--- config.mk ---
export PLATFORM = sky130hd
export DESIGN_NAME = video_timing_gen
export DESIGN_NICKNAME = d
export VERILOG_FILES = /design/src/rtl/hdmi_video_pkg.sv /design/src/rtl/video_pattern_gen.sv /design/src/rtl/video_timing_gen.sv
export SDC_FILE = /design/constraint.sdc
export NUM_CORES = 1
export LEC_CHECK = 0
export ABC_AREA = 0
export CAP_MARGIN = 40
export CORE_MARGIN = 2
export CORE_UTILIZATION = 50
export DETAILED_ROUTE_END_ITERATION = 12
export PLACE_DENSITY = 0.7
export SETUP_SLACK_MARGIN = 0.2
export SLEW_MARGIN = 5
export SYNTH_ARGS = -nofsm -noshare
export SYNTH_HDL_FRONTEND = slang
export SYNTH_HIERARCHICAL = 1
export SYNTH_SLANG_ARGS = --single-unit
--- constraint.sdc ---
create_clock -name pixclk -period 8.14 [get_ports pixclk]
set_input_delay 0.814 -clock pixclk [delete_from_list [all_inputs] [get_ports pixclk]]
set_output_delay 0.814 -clock pixclk [all_outputs]
set_load 0.005 [all_outputs]
--- src/rtl/hdmi_video_pkg.sv ---
// rtl/hdmi_video_pkg.sv - shared timing defaults, pattern enum and colour constants
// Used by the raster generator and its pattern stage.
package hdmi_video_pkg;

  localparam int CNT_W = 12;

  localparam int DEF_H_ACTIVE = 640;
  localparam int DEF_H_FP     = 16;
  localparam int DEF_H_SYNC   = 96;
  localparam int DEF_H_BP     = 48;
  localparam int DEF_V_ACTIVE = 480;
  localparam int DEF_V_FP     = 10;
  localparam int DEF_V_SYNC   = 2;
  localparam int DEF_V_BP     = 33;

  localparam int MOVE_BAR_W = 16;
  localparam int MOVE_STEP  = 4;

  typedef enum logic [1:0] {
    PAT_BARS  = 2'd0,
    PAT_RAMP  = 2'd1,
    PAT_CHECK = 2'd2,
    PAT_MOVE  = 2'd3
  } pattern_e;

  localparam logic [23:0] COL_WHITE   = 24'hFFFFFF;
  localparam logic [23:0] COL_YELLOW  = 24'hFFFF00;
  localparam logic [23:0] COL_CYAN    = 24'h00FFFF;
  localparam logic [23:0] COL_GREEN   = 24'h00FF00;
  localparam logic [23:0] COL_MAGENTA = 24'hFF00FF;
  localparam logic [23:0] COL_RED     = 24'hFF0000;
  localparam logic [23:0] COL_BLUE    = 24'h0000FF;
  localparam logic [23:0] COL_BLACK   = 24'h000000;

  function automatic logic [23:0] bar_colour(input logic [2:0] idx);
    logic [23:0] c;
    case (idx)
      3'd0:    c = COL_WHITE;
      3'd1:    c = COL_YELLOW;
      3'd2:    c = COL_CYAN;
      3'd3:    c = COL_GREEN;
      3'd4:    c = COL_MAGENTA;
      3'd5:    c = COL_RED;
      3'd6:    c = COL_BLUE;
      default: c = COL_BLACK;
    endcase
    return c;
  endfunction

endpackage

--- src/rtl/video_pattern_gen.sv ---
// rtl/video_pattern_gen.sv - test pattern pixel generator with registered rgb
// Takes the live counters and returns the pixel colour one clock later.
module video_pattern_gen
  import hdmi_video_pkg::*;
#(
  parameter int H_ACTIVE = DEF_H_ACTIVE
) (
  input  logic             pixclk,
  input  logic             rst,
  input  logic             enable,
  input  logic             active,
  input  logic [CNT_W-1:0] h_cnt,
  input  logic [CNT_W-1:0] v_cnt,
  input  pattern_e         pattern,
  input  logic [CNT_W-1:0] bar_pos,
  output logic [23:0]      rgb
);

  localparam logic [CNT_W-1:0] BAR_LAST = CNT_W'(H_ACTIVE / 8 - 1);
  localparam logic [CNT_W-1:0] MOVE_W   = CNT_W'(MOVE_BAR_W);

  logic [CNT_W-1:0] px_q, px_cur;
  logic [2:0]       idx_q, idx_cur;
  logic [23:0]      pix;
  logic             unused_v;

  assign unused_v = ^{v_cnt[CNT_W-1:6], v_cnt[4:0]};

  // Colour-bar index tracks the pixel position with a pair of counters instead of a divide.
  always_comb begin
    px_cur  = (h_cnt == '0) ? '0 : px_q;
    idx_cur = (h_cnt == '0) ? 3'd0 : idx_q;
    pix     = COL_BLACK;
    case (pattern)
      PAT_BARS:  pix = bar_colour(idx_cur);
      PAT_RAMP:  pix = {3{h_cnt[9:2]}};
      PAT_CHECK: pix = (h_cnt[5] ^ v_cnt[5]) ? COL_WHITE : COL_BLACK;
      PAT_MOVE:  pix = (h_cnt >= bar_pos && h_cnt < bar_pos + MOVE_W) ? COL_WHITE : COL_BLACK;
      default:   pix = COL_BLACK;
    endcase
  end

  always_ff @(posedge pixclk or negedge rst) begin
    if (!rst) begin
      px_q  <= '0;
      idx_q <= 3'd0;
      rgb   <= '0;
    end else if (!enable) begin
      px_q  <= '0;
      idx_q <= 3'd0;
      rgb   <= '0;
    end else begin
      if (px_cur == BAR_LAST) begin
        px_q  <= '0;
        idx_q <= idx_cur + 3'd1;
      end else begin
        px_q  <= px_cur + 1'b1;
        idx_q <= idx_cur;
      end
      rgb <= active ? pix : '0;
    end
  end

endmodule

--- src/rtl/video_timing_gen.sv ---
// rtl/video_timing_gen.sv - raster timing and test-pattern source for hdmi_tx
// Counters, sync decode and frame-level pattern/bar registers; pixels come from video_pattern_gen.
module video_timing_gen
  import hdmi_video_pkg::*;
#(
  parameter int   H_ACTIVE = DEF_H_ACTIVE,
  parameter int   H_FP     = DEF_H_FP,
  parameter int   H_SYNC   = DEF_H_SYNC,
  parameter int   H_BP     = DEF_H_BP,
  parameter int   V_ACTIVE = DEF_V_ACTIVE,
  parameter int   V_FP     = DEF_V_FP,
  parameter int   V_SYNC   = DEF_V_SYNC,
  parameter int   V_BP     = DEF_V_BP,
  parameter logic SYNC_POL = 1'b0
) (
  input  logic             pixclk,
  input  logic             rst,
  input  logic             enable,
  input  logic [1:0]       pattern_sel,
  output logic [7:0]       red,
  output logic [7:0]       green,
  output logic [7:0]       blue,
  output logic             hsync,
  output logic             vsync,
  output logic             vde,
  output logic [3:0]       cntrl,
  output logic [CNT_W-1:0] hcount,
  output logic [CNT_W-1:0] vcount,
  output logic             frame_start
);

  localparam int H_TOTAL = H_ACTIVE + H_FP + H_SYNC + H_BP;
  localparam int V_TOTAL = V_ACTIVE + V_FP + V_SYNC + V_BP;

  localparam logic [CNT_W-1:0] H_LAST   = CNT_W'(H_TOTAL - 1);
  localparam logic [CNT_W-1:0] V_LAST   = CNT_W'(V_TOTAL - 1);
  localparam logic [CNT_W-1:0] H_ACT    = CNT_W'(H_ACTIVE);
  localparam logic [CNT_W-1:0] V_ACT    = CNT_W'(V_ACTIVE);
  localparam logic [CNT_W-1:0] HS_START = CNT_W'(H_ACTIVE + H_FP);
  localparam logic [CNT_W-1:0] HS_END   = CNT_W'(H_ACTIVE + H_FP + H_SYNC);
  localparam logic [CNT_W-1:0] VS_START = CNT_W'(V_ACTIVE + V_FP);
  localparam logic [CNT_W-1:0] VS_END   = CNT_W'(V_ACTIVE + V_FP + V_SYNC);
  localparam logic [CNT_W-1:0] STEP     = CNT_W'(MOVE_STEP);

  logic [CNT_W-1:0] h_cnt, v_cnt, bar_pos, bar_next;
  logic             frame_origin, frame_last, active;
  pattern_e         pat_q, pat_eff;
  logic [23:0]      rgb;

  assign frame_origin = (h_cnt == '0) && (v_cnt == '0);
  assign frame_last   = (h_cnt == H_LAST) && (v_cnt == V_LAST);
  assign active       = (h_cnt < H_ACT) && (v_cnt < V_ACT);
  assign bar_next     = (bar_pos + STEP >= H_ACT) ? '0 : bar_pos + STEP;
  assign cntrl        = 4'b0000;
  assign {red, green, blue} = rgb;

  // The freshly sampled selection must already drive pixel (0,0) so a frame never mixes patterns.
  assign pat_eff = frame_origin ? pattern_e'(pattern_sel) : pat_q;

  always_ff @(posedge pixclk or negedge rst) begin
    if (!rst) begin
      h_cnt       <= '0;
      v_cnt       <= '0;
      hcount      <= '0;
      vcount      <= '0;
      vde         <= 1'b0;
      hsync       <= ~SYNC_POL;
      vsync       <= ~SYNC_POL;
      frame_start <= 1'b0;
      pat_q       <= PAT_BARS;
      bar_pos     <= '0;
    end else if (!enable) begin
      h_cnt       <= '0;
      v_cnt       <= '0;
      hcount      <= '0;
      vcount      <= '0;
      vde         <= 1'b0;
      hsync       <= ~SYNC_POL;
      vsync       <= ~SYNC_POL;
      frame_start <= 1'b0;
      pat_q       <= PAT_BARS;
      bar_pos     <= '0;
    end else begin
      h_cnt <= (h_cnt == H_LAST) ? '0 : h_cnt + 1'b1;
      if (h_cnt == H_LAST) begin
        v_cnt <= (v_cnt == V_LAST) ? '0 : v_cnt + 1'b1;
      end
      hcount      <= h_cnt;
      vcount      <= v_cnt;
      vde         <= active;
      hsync       <= (h_cnt >= HS_START && h_cnt < HS_END) ? SYNC_POL : ~SYNC_POL;
      vsync       <= (v_cnt >= VS_START && v_cnt < VS_END) ? SYNC_POL : ~SYNC_POL;
      frame_start <= frame_origin;
      if (frame_origin) begin
        pat_q <= pattern_e'(pattern_sel);
      end
      // Advancing on the last pixel keeps bar_pos stable for the whole of the next frame.
      if (frame_last) begin
        bar_pos <= bar_next;
      end
    end
  end

  video_pattern_gen #(
    .H_ACTIVE(H_ACTIVE)
  ) u_pattern (
    .pixclk  (pixclk),
    .rst     (rst),
    .enable  (enable),
    .active  (active),
    .h_cnt   (h_cnt),
    .v_cnt   (v_cnt),
    .pattern (pat_eff),
    .bar_pos (bar_pos),
    .rgb     (rgb)
  );

endmodule

# Word level (Yosys, flattened, before mapping)
# Cells that the tools add are included.
totals:
  romBits: 0
  ramBits: 0
  memories: 0
  ff_bits: 105
  latch_bits: 0
  output_inout_bits: 56
op_classes:
  n_mux: 30
  n_div: 0
  n_lt_le_gt_ge: 9
  n_eq_ne: 14
  mul: 0
  n_reduce_logical: 10
  n_bitwise: 1
  n_shift: 0
  n_addsub: 6
ops:
  columns: ["cell", "n"]
  rows:
  - ["$pmux W24 S7", 1]
  - ["$mux W12", 13]
  - ["$mux W24", 4]
  - ["$pmux W24 S4", 1]
  - ["$add A12 B1 Y12 const B", 3]
  - ["$eq A12 B10 Y1 const B", 2]
  - ["$ge A12 B10 Y1 const B", 2]
  - ["$logic_not A12 Y1", 2]
  - ["$lt A12 B10 Y1 const B", 2]
  - ["$lt A12 B9 Y1 const B", 2]
  - ["$add A12 B3 Y12 const B", 1]
  - ["$add A12 B5 Y12 const B", 1]
  - ["$eq A12 B7 Y1 const B", 1]
  - ["$ge A12 B12 Y1", 1]
  - ["$ge A12 B9 Y1 const B", 1]
  - ["$lt A12 B12 Y1", 1]
  - ["$eq A3 B3 Y1 const B", 3]
  - ["$mux W3", 3]
  - ["$eq A3 B2 Y1 const B", 2]
  - ["$logic_and A1 B1 Y1", 6]
  - ["$mux W1", 6]
  - ["$eq A2 B2 Y1 const B", 2]
  - ["$mux W2", 2]
  - ["$ne A2 B1 Y1 const B", 2]
  - ["other kinds (6)", 6]

# Longest topological paths before layout
# Gate-level depths: netlist of the first run.
logic_depth:
  ltp_word: 7
  ltp_mapped: 12
  depth_no_buf: 10

# Hierarchy
# The synthesis of the first run kept the hierarchy.
by_module_without_submodules:
  columns: ["module", "area_each_um2", "instances", "cells_per_inst"]
  rows:
  - ["video_timing_gen", 3020.4, 1, 288]
  - ["video_pattern_gen", 2349.8, 1, 244]

# Worst setup path after synthesis of the first run
# No wires, ideal clock.
synth_timing:
  kind: "flip-flop to flip-flop"
  from: "reg h_cnt[5]"
  to: "reg u_pattern.rgb[6]"
  setup_ns: 0.121
  setup_slack_ns: 5.171
  n_path_buf: 2
  period_less_slack_ns: 2.969
  t_arrival_ns: 2.848
  path_stages_with_launch: 10
  path_cell_list: "dfrtp_1 > or4_4 > nor4_1 > mux2_2 > buf_2 > nor2_1 > a31oi_4 > nand4b_4 > buf_6 > nand2_2"
synth_between:
  elab_chain_cells: 7
  word_cells_on_any_way: 27
  classes_between: "order compare: 3; eq/ne: 9; mux: 8; bitwise: 1; reduce/logical: 6"
synth_rtl:
  columns: ["element", "line_no", "rtl"]
  rows:
  - ["start, declared", "video_timing_gen.sv:45", "logic [CNT_W-1:0] h_cnt, v_cnt, bar_pos, bar_next;"]
  - ["start signal, assigned", "video_timing_gen.sv:84", "h_cnt <= (h_cnt == H_LAST) ? '0 : h_cnt + 1'b1;"]
  - ["$logic_not A12 Y1 *", "video_timing_gen.sv:50", "assign frame_origin = (h_cnt == '0) && (v_cnt == '0);"]
  - ["$logic_and A1 B1 Y1 *", "video_timing_gen.sv:50", null]
  - ["$mux W2 *", null, null]
  - ["via pat_eff[1]", "video_timing_gen.sv:47", "pattern_e pat_q, pat_eff;"]
  - ["$eq A2 B2 Y1 (tied with other cells)", "video_pattern_gen.sv:34", "case (pattern)"]
  - ["$pmux W24 S4 *", "video_pattern_gen.sv:34", null]
  - ["$mux W24 *", "video_pattern_gen.sv:60", "rgb <= active ? pix : '0;"]
  - ["$mux W24 *", "video_pattern_gen.sv:48", "end else if (!enable) begin"]
  - ["end signal, assigned", "video_pattern_gen.sv:60", null]
  - ["end, declared", "video_pattern_gen.sv:16", "output logic [23:0] rgb"]
# The timed path passes the listed nets; every way through them passes the cells marked *.
# A chain may end at the register's enable or synchronous reset.

# Final worst setup path of the first run
layout_timing:
  from: "reg h_cnt[5]"
  to: "reg u_pattern.rgb[1]"
# Same word-level chain as after synthesis.

==> results.json, run 1 <==
{
  "status": "finished clean",
  "clk_pin_slew_ns": 0.10,
  "timing.setup.tns_ns": 0,
  "vdd_ir_drop_max_v": 0.0000892,
  "post_cts_hold_buffer_count": 0,
  "slew_headroom": 0.496,
  "design.core.area_mm2": 0.0104,
  "layout.cells.most_common_list": "101 x sky130_fd_sc_hd__dfrtp_1, 55 x sky130_fd_sc_hd__clkdlybuf4s50_1, 47 x sky130_fd_sc_hd__nand2_1, 44 x sky130_fd_sc_hd__o21ai_0, 39 x sky130_fd_sc_hd__and2_1",
  "route.detailed.vias_per_inst": 5.46,
  "place_area_mm2": 0.00600,
  "critical_path.endpoint_type": "flip-flop",
  "clockRootBuffer": "sky130_fd_sc_hd__clkbuf_8",
  "timing.clock.skew_ns": 0.0133,
  "layout_commonest_cell": "sky130_fd_sc_hd__dfrtp_1",
  "die-width_um": 108,
  "asr_flop_ratio_synth": 1.00,
  "postRouteAntennaNets": 0,
  "fp.dieH_um": 108,
  "postCtsSetupBuffers": 0,
  "io_buffers": 56,
  "power.density_mw_per_mm2": 158,
  "gr-usage-met2": 0.325,
  "synthDominantCellAreaShare": 0.471,
  "min_period_ns": 3.41,
  "postSynthRegisterBits": 103,
  "synth_cell_type_count": 62,
  "flow.area_growth_from_synthesis_pct": 14.8,
  "synth_edf_count": 0,
  "hold_ws_ns": 0.453,
  "ioPinCount": 61,
  "finalCritPeriodShare": 0.419,
  "tritoncts.num_buffers": 9,
  "path_class": "flip-flop to flip-flop",
  "grt_first_pass_wirelength_mm": 18.7,
  "tritoncts_clock_tree": "yes",
  "synth.yosys.warnings": 6,
  "place_congestion": 0.859,
  "routed-via-count": 3978,
  "synth_largest_area_cell": "sky130_fd_sc_hd__dfrtp_1",
  "initial_core_util": 0.518,
  "cts_resized": 0,
  "grt_util_met1": 0.286,
  "busiest_layer": "met2",
  "gr-total-overflow": 0,
  "post-route-cell-area_mm2": 0.00616,
  "max_clock_freq_ghz": 0.293,
  "synthesis.area_mm2": 0.00537,
  "tightestPinTransition_ns": 0.754,
  "worst_min_delay_path_category": "input port to async pin",
  "grtUsageTotal": 0.203,
  "leakage_uw": 0.00281,
  "timing_hold_violations_final": 0,
  "cts.htree.levels": 3,
  "final_nets": 621,
  "die-area_mm2": 0.0116,
  "ys_top_cells_by_area": "sky130_fd_sc_hd__dfrtp_1 47%, sky130_fd_sc_hd__ha_1 6.8%, sky130_fd_sc_hd__and2_1 4.5%",
  "detailed_place_hpwl_mm": 7.77,
  "preCtsSetupSlack_ns": 4.74,
  "power_uw": 972,
  "maximum_number_of_pins_on_one_net_before_global_route_repair": 54,
  "cp_max_fo": 24,
  "maxCapViolations": 0,
  "drc_errors": 0,
  "initial_antenna_violation_count": 0,
  "setup-violations-final": 0,
  "clock_sink_count": 103,
  "final_layout_size_suffix_gt1_frac": 0.0845,
  "insertion_delay_of_the_later_clocked_pin_in_the_worst_skew_pair_ns": 0.37,
  "setup_ws_ns": 4.73,
  "vias_in_the_first_global_route": 3797,
  "globalRouteMet3Util": 0.0333,
  "start_kind": "flip-flop",
  "drt_iter0_drc": 218,
  "clock_path_buffers": 2,
  "postSynthAreaPerCell_um2": 10.1,
  "synthesized_instance_count": 532,
  "first_pass_iters": 4,
  "synth-seq-area-share": 0.480,
  "report.final.slew_viol_count": 0,
  "rsz0062_at_grt": "false",
  "crit_required_ns": 8.43,
  "post_drt_wl_per_cell_um": 15.1,
  "std_cell_rows": 37,
  "detail_route.wirelength_mm": 11.0,
  "arrival_ns": 3.70,
  "diodes": 0,
  "ys_dominant_reg_cell": "sky130_fd_sc_hd__dfrtp_1"
}
-- kinds of logic after synthesis --
group           share of synthesized area
mux                               0.00606
buf+inv                            0.0436
compound gates                      0.106
simple gates                        0.242
flops                               0.480
xor+xnor                           0.0538
other cells                      0.000698
fa+ha+maj                          0.0676
-- cell usage after synthesis (all sizes together), types with 4 or more instances --
cell type and number:
inv 25, nand4 16, buf 11, a21oi 10, ha 29, nand3 30
nand2 57, nor4b 4, and2 40, nor2 34, clkbuf 9, o2bb2a 4
xor2 16, o21ai 44, nor3 5, dfrtp 101, a21o 4, and4 4
nor4 8, and3 9, nor2b 10, or3 4, xnor2 17
-- flip-flops by register name (all words and copies together) (netlist names) --
name and count:
vde 1, frame_start 1, pat_q 2, hsync 1, vcount 12, u_pattern/rgb 24
h_cnt 12, v_cnt 12, hcount 12, bar_pos 10, u_pattern/idx_q 3, u_pattern/px_q 12
vsync 1
-- worst paths after layout --
check / startpoint / end / slack, ns / depth (start not counted)
worst max-delay path: h_cnt[5] / u_pattern/rgb[1] / 4.73 / 7
worst min-delay path: rst / hcount[2] / 0.45 / 1
worst max register to register: h_cnt[5] / u_pattern/rgb[1] / 4.73 / 7
worst min register to register: u_pattern/px_q[11] / u_pattern/px_q[11] / 0.56 / 2
max in group asynchronous: rst / u_pattern/idx_q[1] / 6.62 / 2
min in group pixclk: u_pattern/px_q[11] / u_pattern/px_q[11] / 0.56 / 2
-- through the flow --
stage                     utilization  cells
after floorplan                     -    537
after global placement          0.578    711
after detailed placement        0.579    712
after CTS                       0.594    728
after global routing            0.594    728
final                           0.594    728
-- layer usage --
layer,share of wire,vias up
met3,0.047,7
li1,-,1951
met1,0.46,1935
met5,0,-
met2,0.48,85
met4,0.010,0
-- critical path, cell delays in order (launching register included) --
cell and delay [ns]:
sky130_fd_sc_hd__dfrtp_1 0.55, sky130_fd_sc_hd__or4_4 0.60, sky130_fd_sc_hd__nor4_1 0.55, sky130_fd_sc_hd__mux2_2 0.40, sky130_fd_sc_hd__nand2_1 0.13, sky130_fd_sc_hd__a2111oi_2 0.49, sky130_fd_sc_hd__nand4b_4 0.43, sky130_fd_sc_hd__nand2_1 0.18
-- report_power, final --
part	switching [µW]	total (µW)	internal [µW]
Combinational	72.2	139	66.4
Clock	171	283	112
Sequential	14.8	551	536
Total	258	972	714
-- layout make-up --
type	count	area [µm²]
fill	898	4210
sequential	103	2580
multi-input combinational	389	2570
timing repair buffer	59	581
tap	136	170
clock buffer	11	131
inverter	25	93.8
clock inverter	5	33.8
Note: power is estimated with default switching activity, not from simulation.
==> run 2: changes to the inputs <==
==> constraint.sdc (replaced) <==
create_clock -name pixclk -period 3.3 [get_ports pixclk]
set_input_delay 0.33 -clock pixclk [delete_from_list [all_inputs] [get_ports pixclk]]
set_output_delay 0.33 -clock pixclk [all_outputs]
set_load 0.005 [all_outputs]
==> run 2 against run 1 <==
Design area grew 4.1%. Final cell count grew 2.2%. Global-route usage is 0.80 points higher. Via count rose by 4.1%. Total power increased to 2.7 times the previous value. Critical path depth is 1 higher. Critical endpoint is now u_pattern/rgb[0]. Largest cell class is now multi-input gates.
==> results.json, run 2 (synthesized netlist as in run 1, its figures left out) <==
{
  "status": "finished clean",
  "final_nets": 637,
  "detailed_place_hpwl_mm": 8.20,
  "initial_antenna_violation_count": 0,
  "power.density_mw_per_mm2": 411,
  "timing_hold_violations_final": 0,
  "regMostFlops": "u_pattern/rgb",
  "postRouteAntennaNets": 0,
  "tightestPinTransition_ns": 0.894,
  "arrival_ns": 3.21,
  "tritoncts_clock_tree": "yes",
  "io_buffers": 56,
  "fp.dieH_um": 108,
  "diodes": 0,
  "critical_path.endpoint_type": "flip-flop",
  "core_occupancy_in_the_finished_layout": 0.619,
  "critPathMaxStageDelay_ns": 0.54,
  "critical_path.slowest_cell": "sky130_fd_sc_hd__or4_4",
  "path_class": "flip-flop to flip-flop",
  "detail_route.wirelength_mm": 11.9,
  "worst_min_delay_path_category": "input port to async pin",
  "layout.cells.most_common_list": "100 x sky130_fd_sc_hd__dfrtp_1, 55 x sky130_fd_sc_hd__clkdlybuf4s50_1, 47 x sky130_fd_sc_hd__nand2_1, 44 x sky130_fd_sc_hd__o21ai_0, 39 x sky130_fd_sc_hd__and2_1",
  "ff2ff_path_depth": 8,
  "place_congestion": 0.849,
  "drt_iter0_drc": 178,
  "clk_pin_slew_ns": 0.10,
  "min_period_ns": 2.94,
  "die-width_um": 108,
  "leakage_uw": 0.00293,
  "slew_headroom": 0.402,
  "initial_core_util": 0.518,
  "first_pass_iters": 4,
  "cp_max_fo": 12,
  "ioPinCount": 61,
  "gr-total-overflow": 0,
  "rsz0062_at_grt": "false",
  "num-fill-cells": 865,
  "clockRootBuffer": "sky130_fd_sc_hd__clkbuf_8",
  "max_clock_freq_ghz": 0.340,
  "r2r_setup_slack_ns": 0.36,
  "insertion_delay_of_the_later_clocked_pin_in_the_worst_skew_pair_ns": 0.38,
  "grtUsageTotal": 0.211,
  "largest_reg_flops": 24,
  "clock_sink_count": 103,
  "report.final.slew_viol_count": 0,
  "timing.critical_path.buf_inv": 1,
  "grt_first_pass_wirelength_mm": 19.2,
  "hold_ws_ns": 0.504,
  "maximum_number_of_pins_on_one_net_before_global_route_repair": 56,
  "maxCapViolations": 0,
  "post_drt_wl_per_cell_um": 16.0,
  "clock_path_buffers": 2,
  "tritoncts.num_buffers": 9,
  "timing.rr.end": "u_pattern/rgb[0]",
  "timing.clock.skew_ns": 0.00769,
  "crit_cells": 8,
  "path_cells": "or4_4, nor4_1, buf_4, mux2_2, nor2_2, a31oi_4, nand4b_2, nand2_1",
  "die-area_mm2": 0.0116,
  "timing.rr.start": "h_cnt[10]",
  "vdd_ir_drop_max_v": 0.000229,
  "setup-violations-final": 0,
  "layout_commonest_cell": "sky130_fd_sc_hd__dfrtp_1",
  "crit_required_ns": 3.57,
  "design.core.area_mm2": 0.0104,
  "timing.setup.tns_ns": 0,
  "final_layout_size_suffix_gt1_frac": 0.117,
  "critical_path.top_delay_family": "simple AND/OR/NAND/NOR gates",
  "routed-via-count": 4142,
  "start_kind": "flip-flop",
  "std_cell_rows": 37,
  "route.detailed.vias_per_inst": 5.57,
  "flow.area_growth_from_synthesis_pct": 19.5,
  "finalCritPeriodShare": 0.891,
  "vias_in_the_first_global_route": 3839,
  "drc_errors": 0,
  "cts.htree.levels": 3
}
run 2: cell count changes in the layout (fill, tap and decap cells not counted), moves of 2 or more:
cell,delta
sky130_fd_sc_hd__bufinv_16,+2
sky130_fd_sc_hd__buf_4,+12
sky130_fd_sc_hd__clkbuf_1,-2
sky130_fd_sc_hd__clkinv_2,-2
run 2: what timing repair did:
action / CTS / global route
gates resized for setup: 2 / 5
hold buffers: 1 / 0
buffers inserted: 0 / 1
endpoints found under the hold margin: 44 / 0
pin swaps: 0 / 3
setup endpoints to repair: 4 / 24
cloned: 0 / 2
run 2: layer usage:
metal | part of all wire | track usage
met1 | 0.46 | 0.293
met2 | 0.47 | 0.332
met3 | 0.049 | 0.0278
met4 | 0.024 | 0.0934
met5 | 0 | 0
run 2: worst max-delay path by stage:
| stage | startpoint | end |
|---|---|---|
| after floorplan | h_cnt[5] | u_pattern/rgb[6] |
| after global routing | h_cnt[0] | u_pattern/rgb[3] |
| after CTS | h_cnt[10] | u_pattern/rgb[1] |
| after detailed placement | v_cnt[8] | u_pattern/rgb[1] |
| after global placement | bar_pos[6] | u_pattern/rgb[1] |
| final | h_cnt[10] | u_pattern/rgb[0] |
run 2: cell type report:
cell class | count | area (µm²) | area share
Tap cell | 136 | 170 | 0.0265
Clock inverter | 6 | 91.3 | 0.0142
Inverter | 25 | 93.8 | 0.0146
Multi-Input combinational cell | 391 | 2640 | 0.412
Timing Repair Buffer | 73 | 701 | 0.109
Clock buffer | 10 | 138 | 0.0215
Sequential cell | 103 | 2580 | 0.402
run 2: through the flow:
step	power [µW]	std cells	instance area, µm²	worst slack (ns)
finish	2640	744	6420	0.359
floorplan	1560	537	5390	0.331
detailed placement	1740	724	6100	0.211
global placement	1730	724	6100	0.323
global route	2760	744	6420	0.199
CTS	2640	741	6350	0.236
run 2: report_power, final:
part | internal, µW | leakage [µW] | switching [µW]
clock network | 450 | 0.000105 | 456
registers | 1320 | 0.00139 | 34.8
logic | 182 | 0.00143 | 194
==> run 3: changes to the inputs <==
--- a/config.mk
+++ b/config.mk
@@ -8,9 +8,9 @@
 export ABC_AREA = 0
 export CAP_MARGIN = 40
 export CORE_MARGIN = 2
-export CORE_UTILIZATION = 50
+export CORE_UTILIZATION = 55
 export DETAILED_ROUTE_END_ITERATION = 12
-export PLACE_DENSITY = 0.7
+export PLACE_DENSITY = 0.76
 export SETUP_SLACK_MARGIN = 0.2
 export SLEW_MARGIN = 5
 export SYNTH_ARGS = -nofsm -noshare
==> run 3 against run 2 <==
Critical path depth is 4 higher. Register-to-register slack hardly changed. Sequential share of layout area is 0.41 points lower. Combinational power is 3% higher. Global-route usage is 3.0 points higher. Hold slack better by 0.0077 ns. Non-clock buffer count is 3 higher. Via count is 2.2% higher. Flip-flop and latch count stayed put. Critical endpoint is now u_pattern/rgb[22]. Largest cell class unchanged. Largest power group unchanged.
==> results.json, run 3 (synthesized netlist as in run 1, its figures left out) <==
{
  "report.final.slew_viol_count": 0,
  "grt_first_pass_wirelength_mm": 19.7,
  "final_nets": 640,
  "path_cells": "inv_1, nor4_2, nand4_1, xnor2_1, ha_1, nand4_1, a2111oi_4, a2111oi_4, buf_4, buf_4, nand4b_4, nand2_1",
  "combinationalPowerShare": 0.139,
  "tritoncts.num_buffers": 9,
  "arrival_ns": 3.20,
  "first_pass_iters": 5,
  "postRouteAntennaNets": 0,
  "core_occupancy_in_the_finished_layout": 0.673,
  "insertion_delay_of_the_later_clocked_pin_in_the_worst_skew_pair_ns": 0.38,
  "maximum_number_of_pins_on_one_net_before_global_route_repair": 53,
  "grtUsageTotal": 0.241,
  "cts.htree.levels": 3,
  "post_drt_wl_per_cell_um": 16.6,
  "num-fill-cells": 754,
  "switching_share": 0.247,
  "vdd_ir_drop_max_v": 0.000224,
  "pwr-share-clk": 0.371,
  "share_seq_of_total_power": 0.489,
  "path_class": "flip-flop to flip-flop",
  "critical_path.top_delay_family": "simple AND/OR/NAND/NOR gates",
  "drt_iter0_drc": 193,
  "initial_antenna_violation_count": 0,
  "timing_hold_violations_final": 0,
  "final_layout_size_suffix_gt1_frac": 0.124,
  "setup.worst_path.start": "bar_pos[7]",
  "layout.cells.most_common_list": "99 x sky130_fd_sc_hd__dfrtp_1, 55 x sky130_fd_sc_hd__clkdlybuf4s50_1, 47 x sky130_fd_sc_hd__nand2_1, 44 x sky130_fd_sc_hd__o21ai_0, 39 x sky130_fd_sc_hd__and2_1",
  "timing.clock.skew_ns": 0.00730,
  "post-route-cell-area_mm2": 0.00648,
  "flow.area_growth_from_synthesis_pct": 20.8,
  "detail_route.wirelength_mm": 12.3,
  "clockRootBuffer": "sky130_fd_sc_hd__clkbuf_8",
  "timing.rr.start": "bar_pos[7]",
  "critical_path.slowest_cell": "sky130_fd_sc_hd__dfrtp_1",
  "power.density_mw_per_mm2": 428,
  "regArea_mm2": 0.00258,
  "maxCapViolations": 0,
  "std_cell_rows": 36,
  "gr-total-overflow": 0,
  "die-area_mm2": 0.0106,
  "start_kind": "flip-flop",
  "tightestPinTransition_ns": 0.912,
  "clock_sink_count": 103,
  "leakage_uw": 0.00297,
  "fp.dieH_um": 103,
  "clock_path_buffers": 2,
  "status": "finished clean",
  "die-width_um": 103,
  "critPathMaxStageDelay_ns": 0.45,
  "layout_commonest_cell": "sky130_fd_sc_hd__dfrtp_1",
  "route.detailed.vias_per_inst": 5.69,
  "routed-via-count": 4233,
  "regMostFlops": "u_pattern/rgb",
  "slew_headroom": 0.391,
  "crit_required_ns": 3.57,
  "place_area_mm2": 0.00610,
  "cp_max_fo": 7,
  "internal_power_uw": 2090,
  "drc_errors": 0,
  "setup-violations-final": 0,
  "largest_reg_flops": 24,
  "min_period_ns": 2.93,
  "timing.setup.tns_ns": 0,
  "clk_pin_slew_ns": 0.10,
  "diodes": 0,
  "vias_in_the_first_global_route": 4046,
  "timing.critical_path.buf_inv": 3,
  "detailed_place_hpwl_mm": 8.35,
  "max_clock_freq_ghz": 0.341,
  "initial_core_util": 0.557,
  "finalCritPeriodShare": 0.888,
  "multiInputGateArea_mm2": 0.00267,
  "power_switching_uw": 684,
  "critical_path.endpoint_type": "flip-flop",
  "io_buffers": 56,
  "place_congestion": 0.952,
  "rsz0062_at_grt": "false",
  "worst_min_delay_path_category": "input port to async pin",
  "ioPinCount": 61,
  "tritoncts_clock_tree": "yes",
  "design.core.area_mm2": 0.00964
}
run 3: layout make-up:
type | instances | area share
repair buffers | 76 | 0.110
clock inverters | 7 | 0.0220
flip-flops and latches | 103 | 0.398
well taps | 133 | 0.0257
clock buffers | 9 | 0.0191
inverters | 25 | 0.0145
multi-input cells | 391 | 0.411
run 3: through the flow:
step	total power (µW)	setup slack, ns	std cells	hold slack [ns]
final	2770	0.369	744	0.511
after global routing	2880	0.181	744	0.586
after CTS	2760	0.213	740	0.530
after detailed placement	1740	0.167	723	0.397
after global placement	1730	0.258	723	0.389
after floorplan	1560	0.331	537	0.0344
run 3: what timing repair did:
item                                   4_1_cts  5_1_grt
gates resized for setup                      2        9
endpoints found under the hold margin       48        0
cloned                                       0        2
setup buffers                                0        2
pin swaps                                    0        3
setup endpoints to repair                   16       24
hold buffers                                 1        0
run 3: final timing paths:
path | endpoint | cells past startpoint | slack, ns
worst min register to register | u_pattern/px_q[11] | 2 | 0.56
min in group pixclk | u_pattern/px_q[11] | 2 | 0.56
max in group asynchronous | bar_pos[5] | 3 | 1.97
worst max-delay path | u_pattern/rgb[22] | 12 | 0.37
worst max register to register | u_pattern/rgb[22] | 12 | 0.37
worst min-delay path | hcount[4] | 2 | 0.51
run 3: power groups by stage:
stage	Combinational (µW)	Sequential (µW)	Clock [µW]
after floorplan	176	1380	0
after global placement	347	1380	0
after detailed placement	359	1380	0
after CTS	363	1360	1040
after global routing	429	1370	1090
final	387	1360	1030
run 3: per-layer routing:
layer	vias up	track usage	share of wire
met1	2055	0.319	0.45
met2	155	0.402	0.49
met5	-	0	0
met3	26	0.0339	0.044
li1	1997	-	-
met4	0	0.0992	0.021
